[src/rtl/alu_result_bcd.sv]
`default_nettype none
// ============================================================================
//  Module   : alu_result_bcd
//  Purpose  : Converts the 8-bit unsigned ALU result into BCD digits with an
//             iterative shift-add-3 (double dabble) engine, one bit per clock,
//             and registers the digits plus 7-segment patterns for the board
//             HEX displays.
//  Ports    : clk, rst         - clock (rising edge), synchronous active-high
//                                reset
//             in_valid/in_ready- accept handshake; a result is taken only
//                                while the converter is idle
//             in_data          - unsigned binary value to convert
//             bcd              - registered BCD digits, [3:0] = ones
//             hex0..hex2       - registered 7-seg patterns (gfedcba, bit0 = a)
//                                for ones, tens, hundreds
//             busy             - conversion in progress
//             done             - one-cycle pulse when bcd/hex update
//  Revision : 1.0 - initial release
// ============================================================================
module alu_result_bcd #(
    parameter int IN_W           = 8,
    parameter int DIGITS         = 3,
    parameter int SEG_ACTIVE_LOW = 1,
    parameter int BLANK_LZ       = 1
) (
    input  logic                  clk,
    input  logic                  rst,
    input  logic                  in_valid,
    output logic                  in_ready,
    input  logic [IN_W-1:0]       in_data,
    output logic [4*DIGITS-1:0]   bcd,
    output logic [6:0]            hex0,
    output logic [6:0]            hex1,
    output logic [6:0]            hex2,
    output logic                  busy,
    output logic                  done
);

    localparam int BCD_W = 4 * DIGITS;
    localparam int CNT_W = $clog2(IN_W + 1);
    // The three display digits are always extracted, even for DIGITS < 3.
    localparam int PAD_D = (DIGITS > 3) ? DIGITS : 3;
    localparam int PAD_W = 4 * PAD_D;
    localparam logic [CNT_W-1:0] C_CNT_INIT = CNT_W'(IN_W);

    // ------------------------------------------------------------------------
    // 7-segment encoder; codes above 9 cannot come out of the converter and
    // are shown blank.
    // ------------------------------------------------------------------------
    function automatic logic [6:0] seg_encode(input logic [3:0] d, input logic blank);
        logic [6:0] s;
        s = 7'h00;
        if (!blank) begin
            case (d)
                4'd0:    s = 7'h3F;
                4'd1:    s = 7'h06;
                4'd2:    s = 7'h5B;
                4'd3:    s = 7'h4F;
                4'd4:    s = 7'h66;
                4'd5:    s = 7'h6D;
                4'd6:    s = 7'h7D;
                4'd7:    s = 7'h07;
                4'd8:    s = 7'h7F;
                4'd9:    s = 7'h6F;
                default: s = 7'h00;
            endcase
        end
        if (SEG_ACTIVE_LOW != 0) begin
            s = ~s;
        end
        return s;
    endfunction

    localparam logic [6:0] C_HEX_ZERO = seg_encode(4'd0, 1'b0);
    localparam logic [6:0] C_HEX_LZ   = seg_encode(4'd0, BLANK_LZ != 0);

    typedef enum logic [1:0] {
        S_IDLE  = 2'd0,
        S_SHIFT = 2'd1,
        S_LOAD  = 2'd2
    } state_t;

    state_t                 r_state;
    state_t                 w_state_next;

    logic [IN_W-1:0]        r_bin;
    logic [BCD_W-1:0]       r_work;
    logic [CNT_W-1:0]       r_cnt;
    logic [BCD_W-1:0]       r_bcd;
    logic [6:0]             r_hex0;
    logic [6:0]             r_hex1;
    logic [6:0]             r_hex2;
    logic                   r_done;

    logic                   w_in_ready;
    logic                   w_busy;
    logic                   w_accept;
    logic                   w_shift_en;
    logic                   w_load;

    logic [BCD_W-1:0]       w_adj;
    logic [BCD_W-1:0]       w_work_next;
    logic [PAD_W-1:0]       w_pad;
    logic [3:0]             w_d0;
    logic [3:0]             w_d1;
    logic [3:0]             w_d2;
    logic                   w_blank1;
    logic                   w_blank2;
    logic [6:0]             w_hex0;
    logic [6:0]             w_hex1;
    logic [6:0]             w_hex2;

    // ------------------------------------------------------------------------
    // FSM: state register
    // ------------------------------------------------------------------------
    always_ff @(posedge clk) begin
        if (rst) begin
            r_state <= S_IDLE;
        end else begin
            r_state <= w_state_next;
        end
    end

    // ------------------------------------------------------------------------
    // FSM: next state and control decode
    // ------------------------------------------------------------------------
    always_comb begin
        w_state_next = r_state;
        w_in_ready   = 1'b0;
        w_busy       = 1'b0;
        w_accept     = 1'b0;
        w_shift_en   = 1'b0;
        w_load       = 1'b0;
        case (r_state)
            S_IDLE: begin
                w_in_ready = 1'b1;
                if (in_valid) begin
                    w_accept     = 1'b1;
                    w_state_next = S_SHIFT;
                end
            end
            S_SHIFT: begin
                w_busy     = 1'b1;
                w_shift_en = 1'b1;
                // The shift taking the count from 1 to 0 is the last one.
                if (r_cnt == CNT_W'(1)) begin
                    w_state_next = S_LOAD;
                end
            end
            S_LOAD: begin
                w_load       = 1'b1;
                w_state_next = S_IDLE;
            end
            default: begin
                w_state_next = S_IDLE;
            end
        endcase
    end

    // ------------------------------------------------------------------------
    // Double-dabble step: correct every digit >= 5 by +3, then shift the
    // binary MSB into BCD bit 0. The top bit of the corrected vector falls
    // off; it is always 0 when 10^DIGITS covers the input range.
    // ------------------------------------------------------------------------
    always_comb begin
        w_adj = r_work;
        for (int i = 0; i < DIGITS; i++) begin
            if (r_work[4*i +: 4] >= 4'd5) begin
                w_adj[4*i +: 4] = r_work[4*i +: 4] + 4'd3;
            end
        end
        w_work_next = BCD_W'({w_adj, r_bin[IN_W-1]});
    end

    // ------------------------------------------------------------------------
    // Display encode from the finished working register.
    // ------------------------------------------------------------------------
    assign w_pad    = PAD_W'(r_work);
    assign w_d0     = w_pad[3:0];
    assign w_d1     = w_pad[7:4];
    assign w_d2     = w_pad[11:8];
    assign w_blank2 = (BLANK_LZ != 0) && (w_d2 == 4'd0);
    assign w_blank1 = w_blank2 && (w_d1 == 4'd0);
    assign w_hex0   = seg_encode(w_d0, 1'b0);
    assign w_hex1   = seg_encode(w_d1, w_blank1);
    assign w_hex2   = seg_encode(w_d2, w_blank2);

    // ------------------------------------------------------------------------
    // Datapath registers
    // ------------------------------------------------------------------------
    always_ff @(posedge clk) begin
        if (rst) begin
            r_bin  <= '0;
            r_work <= '0;
            r_cnt  <= '0;
            r_bcd  <= '0;
            r_hex0 <= C_HEX_ZERO;
            r_hex1 <= C_HEX_LZ;
            r_hex2 <= C_HEX_LZ;
            r_done <= 1'b0;
        end else begin
            r_done <= 1'b0;
            if (w_accept) begin
                r_bin  <= in_data;
                r_work <= '0;
                r_cnt  <= C_CNT_INIT;
            end
            if (w_shift_en) begin
                r_bin  <= {r_bin[IN_W-2:0], 1'b0};
                r_work <= w_work_next;
                r_cnt  <= r_cnt - CNT_W'(1);
            end
            // Outputs only move here, so the display never shows partial work.
            if (w_load) begin
                r_bcd  <= r_work;
                r_hex0 <= w_hex0;
                r_hex1 <= w_hex1;
                r_hex2 <= w_hex2;
                r_done <= 1'b1;
            end
        end
    end

    assign in_ready = w_in_ready;
    assign busy     = w_busy;
    assign done     = r_done;
    assign bcd      = r_bcd;
    assign hex0     = r_hex0;
    assign hex1     = r_hex1;
    assign hex2     = r_hex2;

endmodule
`default_nettype wire

[config.mk]
export PLATFORM = sky130hd
export DESIGN_NAME = alu_result_bcd
export DESIGN_NICKNAME = d
export VERILOG_FILES = /design/src/rtl/alu_result_bcd.sv
export SDC_FILE = /design/constraint.sdc
export NUM_CORES = 1
export LEC_CHECK = 0
export ABC_CLOCK_PERIOD_IN_PS = 5350
export CAP_MARGIN = 5
export CORE_MARGIN = 5
export CORE_UTILIZATION = 55
export CTS_CLUSTER_SIZE = 24
export DETAILED_ROUTE_END_ITERATION = 10
export PLACE_DENSITY = 0.82
export SETUP_SLACK_MARGIN = 0.2
export SLEW_MARGIN = 0
export SYNTH_ARGS = -nofsm -noshare
export SYNTH_HDL_FRONTEND = slang
export SYNTH_SLANG_ARGS = --single-unit
[constraint.sdc]
create_clock -name clk -period 5.35 [get_ports clk]
set_input_delay 1.605 -clock clk [delete_from_list [all_inputs] [get_ports clk]]
set_output_delay 1.605 -clock clk [all_outputs]
set_load 0.005 [all_outputs]
==> impl_metrics.yaml, run 1 <==
worst_setup_path:
  crit_required_ps: 3740
  crit_type: "flip-flop to output port"
  critPathArrivalTime_ps: 2490
  critPathCaptureType: "output port"
  cp-start-kind: "flip-flop"
  path_max_fanout: 21
power:
  pwr-share-clk_pct: 41.1
  intPower_mw: 0.945
  combPwrFrac_pct: 7.7
  ir_drop_mv: 0.166
  switching_share_pct: 23.5
  netSwitchingPower_mw: 0.291
  p_seq_share_pct: 51.2
  p_leak_nw: 1.71
  power_mw: 1.24
  cellPowerDensity_nw_per_um2: 275
drt:
  dr.pass1.iters: 5
  final_antenna_net_count: 0
  drcViolationCount: 0
  wl_per_cell_um: 15.4
  via_count: 3363
  wirelength_um: 8720
  dr.first_iter.drc_count: 211
  via_per_inst: 5.93
grt:
  grt_overflow: 0
  grt_pass1_vias: 3120
  grt_use_total_pct: 20.9
  grt_antenna_before_repair: 0
  grt_max_degree: 31
  grt_pass1_wl_um: 14500
timing:
  rsz0062_at_grt: "false"
  drv_slew: 0
  hold_viol: 0
  finalCritPeriodShare_pct: 76.5
  slew-limit-headroom_pct: 47.4
  fin_worst_skew_ps: 15.3
  finalSetupViolCount: 0
  max_freq_ghz: 0.244
  fin_hold_ws_ps: 409
  fin_crit_ps: 4090
  worst_slack_ps: 1260
  worstMarginPinSlew_ps: 788
  fin_tns_setup_ps: 0
clock_tree:
  cts_htree_levels: 3
  cts_tree: "yes"
  post_cts_buffers: 0
  path_clk_slew_ps: 80
  cts_hold_buf: 0
  cts-buffers-inserted: 9
  cts_root_buf: "clkbuf_8"
  clock_latency_ps: 360
  clockBufferDepth: 2
  post_cts_resized: 0
  cts_num_sinks: 81
layout:
  syn_to_final_growth_pct: 18.7
  postLayoutCellArea_um2: 4500
  layout_commonest_cell: "nand2_1"
  layout_common_cells: "nand2_1 (89), dfxtp_1 (81), clkdlybuf4s50_1 (46), nor2_1 (30), o21ai_0 (30)"
  instances_no_fill: 567
  antennaDiodeCount: 0
  fin_util_pct: 66.6
  drive_gt1_share_pct: 6.57
  fin_nets: 520
logic_synthesis:
  ys_seq_area_share_pct: 42.8
  yosys_warnings: 0
  syn_inst: 448
  async_flop_share_pct: 0
  netlist_area_um2: 3790
  syn_nets: 486
  synth.distinct_cells: 59
  synth_ff_type: "dfxtp_1"
  synth-seq-cells: 81
  avgSynthCellArea_um2: 8.46
  synth_edf_count: 0
floorplan:
  die_y_um: 93.0
  io_pins: 47
  floorplan.core_area_um2: 6760
  die-area_um2: 8650
  die_x_um: 93.0
  rows: 30
  initial_core_util_pct: 56.1
place:
  io_buffers: 46
  pre_cts_ws_ps: 1050
  routabilityCongestion: 0.933
  post-place-cells: 551
  place_area_um2: 4270
  dp_hpwl_um: 5970
run_status:
  outcome: "complete, no violations"
hold_path:
  worstHoldPathType: "flip-flop to flip-flop"
run:
  drv_cap: 0
-- path summary, 6_finish.rpt --
kind | start | end | slack (ps) | cells past startpoint
max reg2reg | r_state[0]$_SDFFE_PP0P_ | flip-flop | 2230 | 9
max | r_state[0]$_SDFFE_PP0P_ | busy | 1260 | 3
min | flip-flop | hex0[5]$_SDFFE_PP0P_ | 410 | 1
min reg2reg | flip-flop | hex0[5]$_SDFFE_PP0P_ | 410 | 1
-- critical path, stage by stage, from the launching register on --
cell and delay, ps:
dfxtp_1 790, nand2b_1 460, clkinv_1 320, clkdlybuf4s50_1 570
-- logic make-up after synthesis --
group / after synthesis / share of synthesized area (%)
multiplexers: 3 / 0.825
buffers and inverters: 50 / 5.28
AND/OR/NAND/NOR: 161 / 18.8
flip-flops: 81 / 42.8
adder cells (fa/ha/maj): 27 / 8.91
AO/OA/AOI/OAI: 125 / 23.1
XOR/XNOR: 1 / 0.231
-- synth_stat cells (all sizes together) (3+ instances only) --
library cell  number  area share [%]
a21o               4            0.79
nor2              30             3.0
a21oi             27             3.7
nor2b              3            0.50
and3               3            0.50
o21ai             33             4.4
nand2             90             9.0
nand3             11             1.5
clkbuf            19             1.9
a22o              10             2.3
o311ai             3            0.69
dfxtp             81              43
buf                8             1.1
o31a               4            0.92
inv               21             2.1
ha                27             8.9
nor3               4            0.53
a22oi              4            0.79
a32oi              4             1.1
nand2b             6            0.99
a211o              3            0.69
a211oi            12             2.5
a31oi              5            0.83
-- layer usage --
layer | global-route usage (%) | routed length, um | up-vias
met5 | 0 | 0 | -
met4 | 8.42 | 121 | 0
met3 | 5.55 | 531 | 10
met2 | 34.6 | 4240 | 121
met1 | 25.9 | 3830 | 1597
li1 | - | - | 1635
-- power by group through the flow --
stage                     clock network (mW)  logic [mW]  registers, mW
after floorplan                            0      0.0695          0.637
after global placement                     0      0.0911          0.645
after detailed placement                   0      0.0936          0.645
after CTS                              0.514      0.0947          0.632
after global routing                   0.546       0.104          0.635
final                                  0.508      0.0953          0.632
-- cell type report --
| class | instances | area [um^2] |
|---|---|---|
| Fill cell | 561 | 2260 |
| Tap cell | 80 | 100 |
| Clock buffer | 12 | 155 |
| Multi-Input combinational cell | 317 | 1970 |
| Timing Repair Buffer | 50 | 490 |
| Clock inverter | 4 | 75.1 |
| Inverter | 23 | 86.3 |
| Sequential cell | 81 | 1620 |
Note: power is estimated with default switching activity, not from simulation.
==> run 2, diff against run 1 <==
--- a/config.mk
+++ b/config.mk
@@ -5,7 +5,7 @@
 export SDC_FILE = /design/constraint.sdc
 export NUM_CORES = 1
 export LEC_CHECK = 0
-export ABC_CLOCK_PERIOD_IN_PS = 5350
+export ABC_CLOCK_PERIOD_IN_PS = 4000
 export CAP_MARGIN = 5
 export CORE_MARGIN = 5
 export CORE_UTILIZATION = 55
==> constraint.sdc (replaced) <==
create_clock -name clk -period 4 [get_ports clk]
set_input_delay 1.2 -clock clk [delete_from_list [all_inputs] [get_ports clk]]
set_output_delay 1.2 -clock clk [all_outputs]
set_load 0.005 [all_outputs]
==> impl_metrics.yaml, run 2 (synthesis gave the netlist of run 1 again) <==
worst_setup_path:
  path_max_fanout: 11
  crit_family: "simple AND/OR/NAND/NOR gates"
  cp-start-kind: "primary input"
  crit_chain: "clkdlybuf4s50_1, o21bai_4, a32oi_1, and3_1, nor2_1, inv_1, ha_1, or3_1, o311ai_1"
  crit_buf_inv: 2
  critPathArrivalTime_ps: 3550
  crit_required_ps: 4260
  cpMaxStageDelayCell: "clkdlybuf4s50_1"
  r2r_slack_ps: 1270
  cp_slowest_stage_delay_ps: 580
  critPathCaptureType: "flip-flop"
  crit_type: "primary input to flip-flop"
place:
  io_buffers: 46
  place_area_um2: 4310
  routabilityCongestion: 0.916
  pre_cts_ws_ps: 366
  post-place-cells: 557
  dp_hpwl_um: 6050
layout:
  postLayoutCellArea_um2: 4510
  fin_nets: 526
  instances_no_fill: 572
  drive_gt1_share_pct: 7.52
  layout_commonest_cell: "nand2_1"
  antennaDiodeCount: 0
  syn_to_final_growth_pct: 19.0
  layout_common_cells: "nand2_1 (89), dfxtp_1 (81), clkdlybuf4s50_1 (46), nor2_1 (30), o21ai_0 (30)"
  fin_util_pct: 66.7
clock_tree:
  cts_num_sinks: 81
  post_cts_buffers: 0
  cts_root_buf: "clkbuf_8"
  cts_hold_buf: 0
  cts_tree: "yes"
  post_cts_resized: 0
  clock_latency_ps: 350
  cts_htree_levels: 3
  clockBufferDepth: 2
  cts-buffers-inserted: 9
  path_clk_slew_ps: 80
hold_path:
  worstHoldPathType: "flip-flop to flip-flop"
run:
  drv_cap: 0
timing:
  drv_slew: 0
  finalSetupViolCount: 0
  hold_viol: 0
  fin_crit_ps: 3290
  worstMarginPinSlew_ps: 709
  fin_worst_skew_ps: 9.54
  max_freq_ghz: 0.304
  slew-limit-headroom_pct: 52.8
  worst_slack_ps: 711
  fin_hold_ws_ps: 407
  finalCritPeriodShare_pct: 82.2
  fin_tns_setup_ps: 0
  rsz0062_at_grt: "false"
grt:
  grt_antenna_before_repair: 0
  grt_use_total_pct: 21.2
  grt_pass1_wl_um: 14800
  grt_overflow: 0
  grt_pass1_vias: 3184
  grt_max_degree: 39
power:
  ir_drop_mv: 0.234
  cellPowerDensity_nw_per_um2: 350
  p_leak_nw: 1.73
  power_mw: 1.58
drt:
  dr.pass1.iters: 4
  wl_per_cell_um: 15.1
  dr.first_iter.drc_count: 286
  final_antenna_net_count: 0
  via_count: 3292
  drcViolationCount: 0
  via_per_inst: 5.76
  wirelength_um: 8650
floorplan:
  io_pins: 47
  rows: 30
  initial_core_util_pct: 56.1
  die_y_um: 93.0
  floorplan.core_area_um2: 6760
  die_x_um: 93.0
  die-area_um2: 8650
run_status:
  outcome: "complete, no violations"
-- run 2: report_power, final --
part	total [mW]	internal, mW	switching, mW
registers	0.837	0.824	0.0133
clock network	0.598	0.317	0.281
logic	0.144	0.0615	0.0822
-- run 2: path summary, 6_finish.rpt --
check | cells past startpoint | to | start
worst min register to register | 1 | hex0[0]$_SDFFE_PP0P_ | flip-flop
worst min-delay path | 1 | hex0[0]$_SDFFE_PP0P_ | flip-flop
worst max-delay path | 9 | flip-flop | in_valid
worst max register to register | 10 | flip-flop | r_work[5]$_SDFFE_PP0N_
-- run 2: layout make-up --
cell class | count | area [um^2]
clock buffers | 12 | 155
inverters | 23 | 86.3
fillers | 549 | 2250
repair buffers | 56 | 536
multi-input cells | 317 | 1970
clock inverters | 3 | 40.0
flip-flops and latches | 81 | 1620
well taps | 80 | 100
-- run 2: per-layer routing --
metal  part of all wire, %  global-route usage (%)
met2                    50                    36.4
met1                    43                    25.1
met5                     0                       0
met4                   1.2                    7.57
met3                   5.7                    6.36
